===== config.mk =====
export PLATFORM = sky130hd
export DESIGN_NAME = reg_dump_tx
export DESIGN_NICKNAME = d
export VERILOG_FILES = /design/src/rtl/reg_dump_tx.sv
export SDC_FILE = /design/constraint.sdc
export NUM_CORES = 1
export LEC_CHECK = 0
export CAP_MARGIN = 20
export CORE_MARGIN = 4
export CORE_UTILIZATION = 50
export DETAILED_ROUTE_END_ITERATION = 16
export MAX_ROUTING_LAYER = met4
export PLACE_DENSITY = 0.76
export SLEW_MARGIN = 20
export SYNTH_ARGS = -nofsm -noshare
export SYNTH_HDL_FRONTEND = slang
export SYNTH_SLANG_ARGS = --single-unit

===== constraint.sdc =====
create_clock -name clk -period 2.8 [get_ports clk]
set_clock_uncertainty 0.1 [all_clocks]
set_input_delay 0.56 -clock clk [delete_from_list [all_inputs] [get_ports clk]]
set_output_delay 0.56 -clock clk [all_outputs]
set_load 0.05 [all_outputs]

===== src/rtl/reg_dump_tx.sv =====
// Debug register readback: fetch one register over a debug read port, snapshot it and send it
// out as 8N1 UART bytes. Define REG_DUMP_HEX_EN for ASCII hex output instead of raw bytes.
module reg_dump_tx #(
  parameter int unsigned CLKS_PER_BIT = 868,
  parameter int unsigned REG_ADDR_W   = 5
) (
  input  logic                  clk,
  input  logic                  rst,
  input  logic                  start,
  input  logic [REG_ADDR_W-1:0] reg_idx,
  output logic [REG_ADDR_W-1:0] dbg_raddr,
  input  logic [31:0]           dbg_rdata,
  output logic                  tx,
  output logic                  busy,
  output logic                  done
);

`ifdef REG_DUMP_HEX_EN
  localparam int unsigned NBytes = 9;
`else
  localparam int unsigned NBytes = 4;
`endif
  localparam int unsigned    BaudW    = (CLKS_PER_BIT > 1) ? $clog2(CLKS_PER_BIT) : 1;
  localparam logic [BaudW-1:0] BaudMax = BaudW'(CLKS_PER_BIT - 1);
  localparam logic [3:0]     LastByte = 4'(NBytes - 1);

  typedef enum logic [2:0] {
    StIdle, StFetch, StCapture, StStart, StData, StStop, StFinish
  } state_e;

  state_e           state_q;
  logic [BaudW-1:0] baud_q;
  logic [2:0]       bit_q;
  logic [3:0]       byte_q;
  logic [31:0]      shadow_q;

  logic [7:0] cur_byte;
  logic [2:0] bit_nxt;
  logic       baud_wrap;

  assign bit_nxt   = bit_q + 3'd1;
  assign baud_wrap = (baud_q == BaudMax);

`ifdef REG_DUMP_HEX_EN
  logic [3:0] nibble;

  // Character byte_q: nibbles MSB first, then a trailing newline.
  always_comb begin
    nibble = 4'h0;
    case (byte_q)
      4'd0:    nibble = shadow_q[31:28];
      4'd1:    nibble = shadow_q[27:24];
      4'd2:    nibble = shadow_q[23:20];
      4'd3:    nibble = shadow_q[19:16];
      4'd4:    nibble = shadow_q[15:12];
      4'd5:    nibble = shadow_q[11:8];
      4'd6:    nibble = shadow_q[7:4];
      4'd7:    nibble = shadow_q[3:0];
      default: nibble = 4'h0;
    endcase
    if (byte_q == LastByte) begin
      cur_byte = 8'h0A;
    end else if (nibble < 4'd10) begin
      cur_byte = 8'h30 + {4'h0, nibble};
    end else begin
      cur_byte = 8'h37 + {4'h0, nibble};
    end
  end
`else
  always_comb begin
    cur_byte = 8'h00;
    unique case (byte_q[1:0])
      2'd0: cur_byte = shadow_q[31:24];
      2'd1: cur_byte = shadow_q[23:16];
      2'd2: cur_byte = shadow_q[15:8];
      2'd3: cur_byte = shadow_q[7:0];
    endcase
  end
`endif

  always_ff @(posedge clk) begin
    if (rst) begin
      state_q   <= StIdle;
      baud_q    <= '0;
      bit_q     <= '0;
      byte_q    <= '0;
      shadow_q  <= '0;
      dbg_raddr <= '0;
      tx        <= 1'b1;
      busy      <= 1'b0;
      done      <= 1'b0;
    end else begin
      done <= 1'b0;
      if (state_q inside {StStart, StData, StStop}) begin
        baud_q <= baud_wrap ? '0 : baud_q + BaudW'(1);
      end
      unique case (state_q)
        StIdle: begin
          if (start) begin
            dbg_raddr <= reg_idx;
            busy      <= 1'b1;
            state_q   <= StFetch;
          end
        end
        StFetch: state_q <= StCapture;
        StCapture: begin
          // tx drops on this edge so the frame fills the rest of the busy window exactly.
          shadow_q <= dbg_rdata;
          tx       <= 1'b0;
          baud_q   <= '0;
          bit_q    <= '0;
          byte_q   <= '0;
          state_q  <= StStart;
        end
        StStart: begin
          if (baud_wrap) begin
            tx      <= cur_byte[0];
            state_q <= StData;
          end
        end
        StData: begin
          if (baud_wrap) begin
            bit_q <= bit_nxt;
            if (bit_q == 3'd7) begin
              tx      <= 1'b1;
              state_q <= StStop;
            end else begin
              tx <= cur_byte[bit_nxt];
            end
          end
        end
        StStop: begin
          if (baud_wrap) begin
            if (byte_q == LastByte) begin
              done    <= 1'b1;
              busy    <= 1'b0;
              state_q <= StFinish;
            end else begin
              byte_q  <= byte_q + 4'd1;
              tx      <= 1'b0;
              state_q <= StStart;
            end
          end
        end
        StFinish: state_q <= StIdle;
        default:  state_q <= StIdle;
      endcase
    end
  end

endmodule


[Yosys cells after proc, flatten, opt, wreduce, memory -nomap -nowiden]
Cells that the tools add are included.
Storage, ports and cells
  logic and storage cells: 75
  register bits: 60
  bits of input ports: 40
  output and inout port bits: 8
Operators by class
  $lt $le $gt $ge: 1
  bitwise logic cells: 2
  reduce and logical (&&, ||, !) cells: 15
  muxes and demuxes: 27
  $add $sub $neg: 3
  equality and inequality tests: 18
Operators with widths (count)
  case mux 8 bit (4 select lines): 1
  two-way mux 3 bit: 7
  case mux 3 bit (6 select lines): 1
  adder 10 x 1 -> 10 bit, second input constant: 1
  equality test 10 bit, second input constant: 1
  two-way mux 1 bit: 10
  two-way mux 10 bit: 1
  != test 2 bit, second input constant: 5
  AND reduction 5 bit: 2
  equality test 3 bit, second input constant: 3
  two-way mux 4 bit: 2
  case mux 4 bit (2 select lines): 1
  equality test 3 x 2 -> 1 bit, second input constant: 2
  case mux 3 bit (2 select lines): 1
  nonzero test 2 bit: 3
  adder 4 x 1 -> 4 bit, second input constant: 1
  equality test 2 bit, second input constant: 2
  equality test 4 x 2 -> 1 bit, second input constant: 1
  < comparator 3 x 4 -> 1 bit, second input constant: 1
  != test 2 x 1 -> 1 bit, second input constant: 2
  case mux 1 bit (4 select lines): 1
  AND reduction 2 bit: 2
  AND reduction 4 bit: 1
  nonzero test 4 bit: 1
  12 further kinds: 13

[Depth between registers and ports, before layout]
Gate-level depths: netlist (run 1).
  word-level depth: 7
  mapped depth: 8
  mapped depth without buffers: 7

[Worst setup path before layout (run 1)]
No wires, ideal clock.
  path type: register -> register
  start: reg baud_q[0]
  end: reg bit_q[0]
  stages on the path, launching flop included: 7
  library setup time: 0.065 ns
  period minus slack after synthesis: 1.938 ns
  required time: 2.635 ns
  slack: 0.862 ns
  arrival time: 1.773 ns
  path buffers: 0
  cells stage by stage: dfxtp_1 -> ha_1 -> nand4b_1 -> or3_4 -> nor3_4 -> mux2_1 -> nor2_1
On the way
  word-level cells in the longest chain between the ends: 3
Ends and longest elaborated chain
  start: declaration: RTL line 32  | logic [BaudW-1:0] baud_q;
  start signal: assignment: RTL line 95  | baud_q <= baud_wrap ? '0 : baud_q + BaudW'(1);
  equality test 10 bit: RTL line 42  | assign baud_wrap = (baud_q == BaudMax);
  != test 2 bit (no source line)
  AND reduction 2 bit (no source line)
  end signal: assignment: RTL line 123  | bit_q <= bit_nxt;
  end: declaration: RTL line 33  | logic [2:0] bit_q;
No other way between the ends.
A chain may end at the register's enable or synchronous reset.

[Worst setup path after layout (run 1)]
  start: reg byte_q[0]
  end: reg tx
On the way
  word-level cells in the longest chain between the ends: 7
  elaborated cells on any way between the ends: 14
  classes of those cells: eq/ne: 5; mux: 7; reduce/logical: 2
Ends and longest elaborated chain
  start: declaration: RTL line 34  | logic [3:0] byte_q;
  start signal: assignment: RTL line 139  | byte_q <= byte_q + 4'd1;
  equality test 2 bit, or another cell as far along: RTL line 72  | unique case (byte_q[1:0])
  case mux 8 bit (4 select lines): RTL line 72
  binary-select mux 1 bit (select 3 bit): RTL line 128  | tx <= cur_byte[bit_nxt];
  two-way mux 1 bit (implied by the code): RTL line 128
  two-way mux 1 bit: RTL line 124  | if (bit_q == 3'd7) begin
  two-way mux 1 bit: RTL line 122  | if (baud_wrap) begin
  case mux 1 bit (4 select lines): RTL line 97  | unique case (state_q)
  end signal: assignment: RTL line 117  | tx <= cur_byte[0];
  end signal: assignment: RTL line 128
  end: declaration: RTL line 13  | output logic tx,
Parallel ways exist; a longest one is shown, timed or not. The select of a mux whose other input is x is not followed.

==> results of run 1 <==
[metal layers]
| metal | wire (µm) | track usage | vias to the layer above | share of wire |
|---|---|---|---|---|
| met1 | 2900 | 0.2598 | 1159 | 0.46 |
| met5 | 0 | - | - | 0 |
| met2 | 3002 | 0.3181 | 54 | 0.48 |
| met3 | 246 | 0.04338 | 10 | 0.039 |
| met4 | 87 | 0.07807 | 0 | 0.014 |
| li1 | - | - | 1262 | - |
[cell usage after synthesis, drive strengths merged (2+ instances only)]
library cell   n  area share
a222oi         3       0.011
nand2b         3      0.0068
inv            8       0.011
nor3           5       0.015
a211o          2      0.0064
and3           4      0.0091
nor4           2      0.0068
nand2         79        0.11
nand4          6       0.014
nor2b          3      0.0068
dfxtp         60        0.44
xor2           7       0.022
mux2i          7       0.025
a22o           3      0.0095
a32o           2      0.0073
a21oi         45       0.082
buf            4      0.0068
xnor2          3      0.0095
a211oi         2      0.0055
clkbuf        19       0.026
nor2          23       0.031
nand3         10       0.018
o21ai          7       0.013
or3            4       0.013
nand3b         2      0.0055
o2111ai        2      0.0064
a2111oi        2      0.0086
a22oi          3      0.0082
ha             7       0.032
[where the power goes]
group | switching, mW | internal, mW
clock network | 0.333 | 0.575
logic | 0.135 | 0.114
registers | 0.0346 | 0.893
total | 0.502 | 1.58
[worst paths after layout]
path	to	slack, ps
worst min register to register	shadow_q[18]	360
worst min-delay path	shadow_q[18]	360
worst max-delay path	tx	640
worst max register to register	tx	640
[stage by stage]
stage | cells | power (mW)
after global placement | 438 | 1.194
after floorplan | 340 | 1.091
after CTS | 454 | 2.096
after global routing | 454 | 2.174
final | 454 | 2.085
after detailed placement | 438 | 1.195
[area by class of cell]
type                    instances  area, µm²  area share
clock buffers                  13      168.9     0.04840
clock inverters                 3      67.56     0.01936
inverters                       8      30.03    0.008605
multi-input cells             249       1434      0.4109
flip-flops and latches         60       1201      0.3442
well taps                      70      87.58     0.02510
repair buffers                 51      500.5      0.1434
[state kept, by name (all words and copies together) (netlist names)]
name       cells
baud_q        10
bit_q          3
busy           1
byte_q         4
dbg_raddr      5
done           1
shadow_q      32
state_q        3
tx             1
[cell families (layout without fill, tap and decap cells)]
logic type,Yosys count,in the layout,share of synthesized area
AOI/OAI and AO/OA,79,79,0.1818
xor gates and xnor gates,10,10,0.03182
adders and majority gates,7,7,0.03182
buffers and inverters,31,75,0.04363
DFF,60,60,0.4364
muxes,8,8,0.02955
and+or+nand+nor,145,145,0.2450
[worst reg2reg max path: cells and delay by family (launching register included)]
kind	cells	cell delay [ps]
AND/OR/NAND/NOR	2	250
adder cells (fa/ha/maj)	1	300
flip-flops	1	390
buffers and inverters	1	100
AO/OA/AOI/OAI	3	880
==> reports/summary.txt, run 1 <==
Status - finished clean
Fin. Hold Viols - 0
CP Data Arrival Time - 2260 ps
Main synth FF type - dfxtp_1
Critical path type - register to register
TritonCTS Buffers - 9
Final setup violation count - 0
Die ar. - 6756 µm²
Critical path buffers and inverters - 1
Hold Buf Count CTS - 0
Synth warn - 0
Area of the core - 5205 µm²
Hold Startpoint - shadow_q[18]
Max Slew Vio Count - 0
Hold path cells - 2
Seq/Total Area, Yosys - 0.4364
DR iter-0 viols - 228
Layout Nets - 426
Wire per inst - 13.74 µm
Min Hold Slack - 356.7 ps
Yosys cell types - 48
Share of post-route cells with drive strength above 1 - 0.07031
Crit path largest cell delay - 450 ps
Fin crit period - 2161 ps
Vias/cell - 5.474
Clock Latency Late Sink - 330 ps
Worst Setup SP - byte_q[0]
CTS root buffer - clkbuf_8
Fillers - 454
Area Growth Syn to Fin - 26.77%
Gr ovfl total - 0
Max-cap check violation count - 0
CP cell instances - inv_1 > ha_1 > a222oi_1 > nand2_1 > a41o_1 > o31ai_1 > nand4_1
1st-pass router iterations - 4
Die height - 82.20 µm
Tot GR Track Use - 0.2043
Final setup TNS - 0 ps
Largest delay share family, worst path - compound AO/OA/AOI/OAI gates
Depth of the most critical reg-to-reg path - 7
Headroom to the max-slew limit - 0.5750
Syn Std Cell Area - 2753 µm²
Finished Core Util - 0.6704
# diodes - 0
Fmax - 462.8 MHz
Post-DP HPWL - 4459 µm
Routability Congestion - 0.8522
Initial antenna violation count - 0
Htree depth - 3
Worst path depth - 7
Max FO, Critical Path - 8
Drt total wl - 6237 µm
Max IR drop VDD - 387.2 µV
Reg-to-Reg Start - byte_q[0]
CTS tree - built
Via count - 2485
Cells after synthesis - 340
Crit path max-delay cell type - a222oi_1
Pwr/cell area - 597.4 nW/µm²
Vias in the first global route - 2266
# DRC - 0
Worst hold path class - register to register
Worst setup SP type - register
Syn nets - 387
Crit path capture type - register
Largest net degree at the start of global routing - 37
Tcrit/Tclk final - 0.7717
First-pass GRT wire length - 10430 µm
Leak - 1.245 nW
Post-synth ARST share - 0
Mean area per synthesized cell - 8.096 µm²
Port bufs - 47
Unrepaired setup endpoints after global routing - false
Clock Path Buffers - 2
Clock Sinks - 60
Dpl ws - 723.8 ps
# resized after CTS - 0
Initial Util - 0.5288
EDFF count, synth - 0
Fin worst setup slack - 639.1 ps
Antenna viol nets, final - 0
Req. time, crit path - 2900 ps
Seq cells post-synth - 60
Die X-Extent - 82.20 µm
Clock transition at the registers of the reported paths - 70 ps
Most frequent cells in the layout - nand2_1 (79), dfxtp_1 (60), clkdlybuf4s50_1 (47), a21oi_1 (45), nor2_1 (22)
Ports - 48
Slew at the pin closest to its max-slew limit - 637.4 ps
Setup bufs post-CTS - 0
Cell Area, Placed - 3253 µm²
Rows - 26
Post-Layout Inst Area - 3490 µm²
Commonest non-fill, non-tap cell in the layout - nand2_1
No activity file was read; power rests on OpenSTA's default activity.
==> run 2: changes to the inputs <==
- clock period: 2.8 -> 2 ns (I/O delays scaled with it)
==> run 2 against run 1 <==
- combinational power up 52%
- die area unchanged
- register-to-register slack worse by 530 ps
- worst hold slack better by 1.3 ps
- global-route usage up 1.3 points
- setup slack worse by 570 ps
- first-iteration DRC count up 24%
- via count up 3.1%
- sequential power up 39%
- count of clock-buffer cells in the layout down 1
- sequential share of layout area down 0.93 points
- clock power down 2.6%
- highest routed layer unchanged
==> reports/summary.txt, run 2 (same netlist as run 1, synthesis figures left out) <==
Tcrit/Tclk final - 0.9676
# diodes - 0 (unchanged)
Post-Layout Inst Area - 3612 µm² (+3.5%)
# DRC - 0 (unchanged)
Top Registers - shadow_q (32), baud_q (10), dbg_raddr (5)
Hold Buf Count CTS - 0 (unchanged)
Die height - 82.20 µm (unchanged)
Largest delay share family, worst path - buffers and inverters
Top reg by flops - shadow_q
Setup bufs post-CTS - 0 (unchanged)
Crit path max-delay cell type - clkdlybuf4s50_1
Headroom to the max-slew limit - 0.6584 (+0.08332)
Hold path cells - 2 (unchanged)
Clock Sinks - 60 (unchanged)
Vias in the first global route - 2328 (+2.7%)
1st-pass router iterations - 5 (+1)
Htree depth - 3 (unchanged)
Die X-Extent - 82.20 µm (unchanged)
Layout Nets - 442 (+3.8%)
CP Data Arrival Time - 1440 ps (-820 ps)
Share of post-route cells with drive strength above 1 - 0.1278 (+0.05751)
Max Slew Vio Count - 0 (unchanged)
Commonest non-fill, non-tap cell in the layout - nand2_1
Drt total wl - 6591 µm (+5.7%)
Worst hold path class - register to register
Critical path type - register to output port
Critical path buffers and inverters - 1 (unchanged)
Via count - 2563 (+3.1%)
WL met1 - 2936 µm (+1.2%)
Crit path capture type - output port
Status - finished clean
Clock Path Buffers - 2 (unchanged)
Final setup violation count - 0 (unchanged)
Post-DP HPWL - 4751 µm (+6.6%)
Worst setup SP type - register
Gr ovfl total - 0 (unchanged)
Req. time, crit path - 1500 ps (-1400 ps)
Area Growth Syn to Fin - 31.23%
Worst path depth - 1 (-6)
Ports - 48 (unchanged)
Max-cap check violation count - 0 (unchanged)
Finished Core Util - 0.6940 (+0.02356)
Initial Util - 0.5288 (unchanged)
Depth of the most critical reg-to-reg path - 6 (-1)
Leak - 1.381 nW (+11%)
Antenna viol nets, final - 0 (unchanged)
Vias/cell - 5.465 (-0.16%)
DR iter-0 viols - 283 (+24%)
Most frequent cells in the layout - nand2_1 (79), dfxtp_1 (57), a21oi_1 (45), clkdlybuf4s50_1 (40), nor2_1 (22)
CTS tree - built
CP cell instances - clkdlybuf4s50_1
Clock transition at the registers of the reported paths - 60 ps (about the same)
Fmax - 516.8 MHz
Cell Area, Placed - 3396 µm² (+4.4%)
Largest net degree at the start of global routing - 51 (+38%)
Tot GR Track Use - 0.2171 (+0.01274)
Metal3 WL - 378 µm (+54%)
Rows - 26 (unchanged)
Fin crit period - 1935 ps
Crit path largest cell delay - 790 ps (+340 ps)
Met2 WL - 3117 µm (+3.8%)
CTS root buffer - clkbuf_8
Clock Latency Late Sink - 340 ps (about the same)
Initial antenna violation count - 0 (unchanged)
First-pass GRT wire length - 10800 µm (+3.5%)
Routability Congestion - 0.9078 (+6.5%)
Unrepaired setup endpoints after global routing - true
Area of the core - 5205 µm² (unchanged)
Fin. Hold Viols - 0 (unchanged)
TritonCTS Buffers - 9 (unchanged)
Wire per inst - 14.05 µm (+2.3%)
Max FO, Critical Path - 1 (-7)
Max IR drop VDD - 486.8 µV (+26%)
Max FFs per register - 32 (unchanged)
Port bufs - 47 (unchanged)
Top layer in use - met4
Slew at the pin closest to its max-slew limit - 511.6 ps (-125.8 ps)
FF-to-FF setup slack - 110 ps (-530 ps)
Pwr/cell area - 706.5 nW/µm² (+18%)
Die ar. - 6756 µm² (unchanged)
[run 2: worst paths after layout]
kind | startpoint | to
worst max-delay path | done | done
worst min-delay path | shadow_q[31] | shadow_q[31]
worst max register to register | baud_q[1] | bit_q[0]
worst min register to register | shadow_q[31] | shadow_q[31]
[run 2: layout make-up]
cell class              count  area [µm²]
multi-input cells         249        1480
repair buffers             67       654.4
well taps                  70       87.58
flip-flops and latches     60        1210
fillers                   435        1593
clock buffers              12       135.1
clock inverters             3       15.01
inverters                   8       30.03
[run 2: metrics by stage]
stage                     TNS [ps]  setup WS (ps)  power, mW  std cells  hold slack, ps
final                            0          64.88      2.552        469           358.0
after global routing        -5.636         -5.636      2.662        469           370.4
after CTS                        0          4.187      2.572        469           359.6
after detailed placement    -20.60         -20.60      1.698        454           351.7
after global placement           0          41.58      1.691        454           343.1
after floorplan                  0          62.00      1.528        340           331.2
[run 2: metal layers]
layer,track usage,vias up
li1,-,1295
met4,0.1030,0
met2,0.3381,69
met3,0.04772,18
met5,-,-
met1,0.2664,1181
[run 2: timing repair]
item,in CTS,in global routing
resized for setup,2,20
setup endpoints to repair,2,20
pin swaps,0,7
cloned,0,0
[run 2: power breakdown]
group          switching, mW  internal, mW
combinational          0.203         0.176
sequential            0.0420          1.25
clock                  0.446         0.437
total                  0.691          1.86
==> run 3: changes to the inputs <==
- SKIP_LAST_GASP: default -> 1
==> run 3 against run 2 <==
- register-to-register slack hardly changed
- critical path depth is the same
- wire length grew 0.24%
- non-clock buffer count unchanged
- total power is essentially flat
- count of clock-buffer cells in the layout unchanged
- core utilization unchanged
- maximum frequency hardly changed
- sequential share of layout area stayed put
- via count down 0.43%
- largest power group unchanged
==> reports/summary.txt, run 3 (same netlist as run 1, synthesis figures left out) <==
Fmax - 516.8 MHz (about the same)
Register Area - 1210 µm² (unchanged)
Max-cap check violation count - 0 (unchanged)
CTS root buffer - clkbuf_8
Status - finished clean
Clock Path Buffers - 2 (unchanged)
Port bufs - 47 (unchanged)
DR iter-0 viols - 308 (+8.8%)
Wire per inst - 14.09 µm (+0.24%)
# diodes - 0 (unchanged)
# DRC - 0 (unchanged)
Critical path buffers and inverters - 1 (unchanged)
Antenna viol nets, final - 0 (unchanged)
Internal Power - 1.861 mW (about the same)
Ports - 48 (unchanged)
Worst hold path class - register to register
Max FFs per register - 32 (unchanged)
Sequential Power Share - 0.506 (about the same)
Dpl ws - -20.60 ps (unchanged)
Routability Congestion - 0.9078 (unchanged)
CTS tree - built
Critical path type - register to output port
Max IR drop VDD - 487.7 µV (+0.20%)
Headroom to the max-slew limit - 0.6584 (about the same)
Fillers - 435 (unchanged)
Req. time, crit path - 1500 ps (about the same)
NetSw - 0.6908 mW (about the same)
Layout Nets - 442 (unchanged)
Tcrit/Tclk final - 0.9675 (about the same)
Drt total wl - 6607 µm (+0.24%)
Slew at the pin closest to its max-slew limit - 511.6 ps (-0.05484 ps)
Htree depth - 3 (unchanged)
Fin crit period - 1935 ps (-0.1506 ps)
CP cell instances - clkdlybuf4s50_1
Vias/cell - 5.441 (-0.43%)
Top Registers - shadow_q (32), baud_q (10), dbg_raddr (5)
Die X-Extent - 82.20 µm (unchanged)
Fin. Hold Viols - 0 (unchanged)
Leak - 1.381 nW (about the same)
Initial antenna violation count - 0 (unchanged)
Max FO, Critical Path - 1 (unchanged)
Via count - 2552 (-0.43%)
Vias in the first global route - 2328 (unchanged)
First-pass GRT wire length - 10800 µm (unchanged)
Initial Util - 0.5288 (unchanged)
Min Hold Slack - 358.1 ps (+0.1230 ps)
FF-to-FF setup slack - 110 ps (about the same)
Crit path capture type - output port
TritonCTS Buffers - 9 (unchanged)
Top reg by flops - shadow_q
Most frequent cells in the layout - nand2_1 (79), dfxtp_1 (57), a21oi_1 (45), clkdlybuf4s50_1 (40), nor2_1 (22)
1st-pass router iterations - 4 (-1)
Pwr/cell area - 706.5 nW/µm² (about the same)
Commonest non-fill, non-tap cell in the layout - nand2_1
Gr ovfl total - 0 (unchanged)
Post-DP HPWL - 4751 µm (unchanged)
Fin worst setup slack - 65.03 ps (+0.1506 ps)
Unrepaired setup endpoints after global routing - true
Clk network pwr share - 0.346 (about the same)
Rows - 26 (unchanged)
Clock transition at the registers of the reported paths - 60 ps (about the same)
Crit path max-delay cell type - clkdlybuf4s50_1
Clock Latency Late Sink - 340 ps (about the same)
Multi-input gate area - 1480 µm² (unchanged)
Share of post-route cells with drive strength above 1 - 0.1253 (-0.002506)
Clock Sinks - 60 (unchanged)
Tot GR Track Use - 0.2171 (unchanged)
Area of the core - 5205 µm² (unchanged)
Largest delay share family, worst path - buffers and inverters
Final setup violation count - 0 (unchanged)
Die height - 82.20 µm (unchanged)
Switching share of total power - 0.2707 (about the same)
Worst setup SP type - register
Largest net degree at the start of global routing - 51 (unchanged)
Logic pwr share - 0.148 (about the same)
Area Growth Syn to Fin - 31.23% (unchanged)
Max Slew Vio Count - 0 (unchanged)
Die ar. - 6756 µm² (unchanged)
Crit path largest cell delay - 790 ps (about the same)
CP Data Arrival Time - 1430 ps (about the same)
-- run 3: metrics by stage --
| stage | util | cell area [µm²] | cells | setup TNS (ps) | power [mW] |
|---|---|---|---|---|---|
| 4_1_cts | 0.6815 | 3547 | 469 | 0 | 2.572 |
| 2_1_floorplan | - | 2753 | 340 | 0 | 1.528 |
| 6_report | 0.6940 | 3612 | 469 | 0 | 2.552 |
| 3_5_place_dp | 0.6524 | 3396 | 454 | -20.60 | 1.698 |
| 5_1_grt | 0.6940 | 3612 | 469 | -11.21 | 2.662 |
| 3_3_place_gp | 0.6524 | 3396 | 454 | 0 | 1.691 |
-- run 3: repair_timing --
action	4_1_cts	5_1_grt
buffers inserted	0	0
pin swaps	0	5
hold buffers	0	0
gates resized for setup	2	19
endpoints found under the hold margin	0	0
setup endpoints to repair	2	20
-- run 3: power by group through the flow --
stage | logic, mW | clock network [mW] | registers [mW]
floorplan | 0.182 | 0 | 1.35
global placement | 0.374 | 0 | 1.32
detailed placement | 0.380 | 0 | 1.32
CTS | 0.380 | 0.900 | 1.29
global route | 0.415 | 0.950 | 1.30
finish | 0.378 | 0.883 | 1.29
-- run 3: final cells by class --
cell class | instances | area share
clock buffer | 12 | 0.03741
clock inverter | 3 | 0.004157
inverter | 8 | 0.008313
multi-input combinational | 249 | 0.4098
sequential | 60 | 0.3350
tap | 70 | 0.02425
timing repair buffer | 67 | 0.1812
-- run 3: final timing paths --
path                 from      endpoint  cells after the start
max                  done          done                      1
min          shadow_q[15]  shadow_q[15]                      2
max reg2reg     baud_q[1]      bit_q[0]                      6
min reg2reg  shadow_q[15]  shadow_q[15]                      2
-- run 3: layer usage --
layer	track usage	wire length, µm
met3	0.04772	373
met1	0.2664	2990
met2	0.3381	3083
met5	-	0
met4	0.1030	159
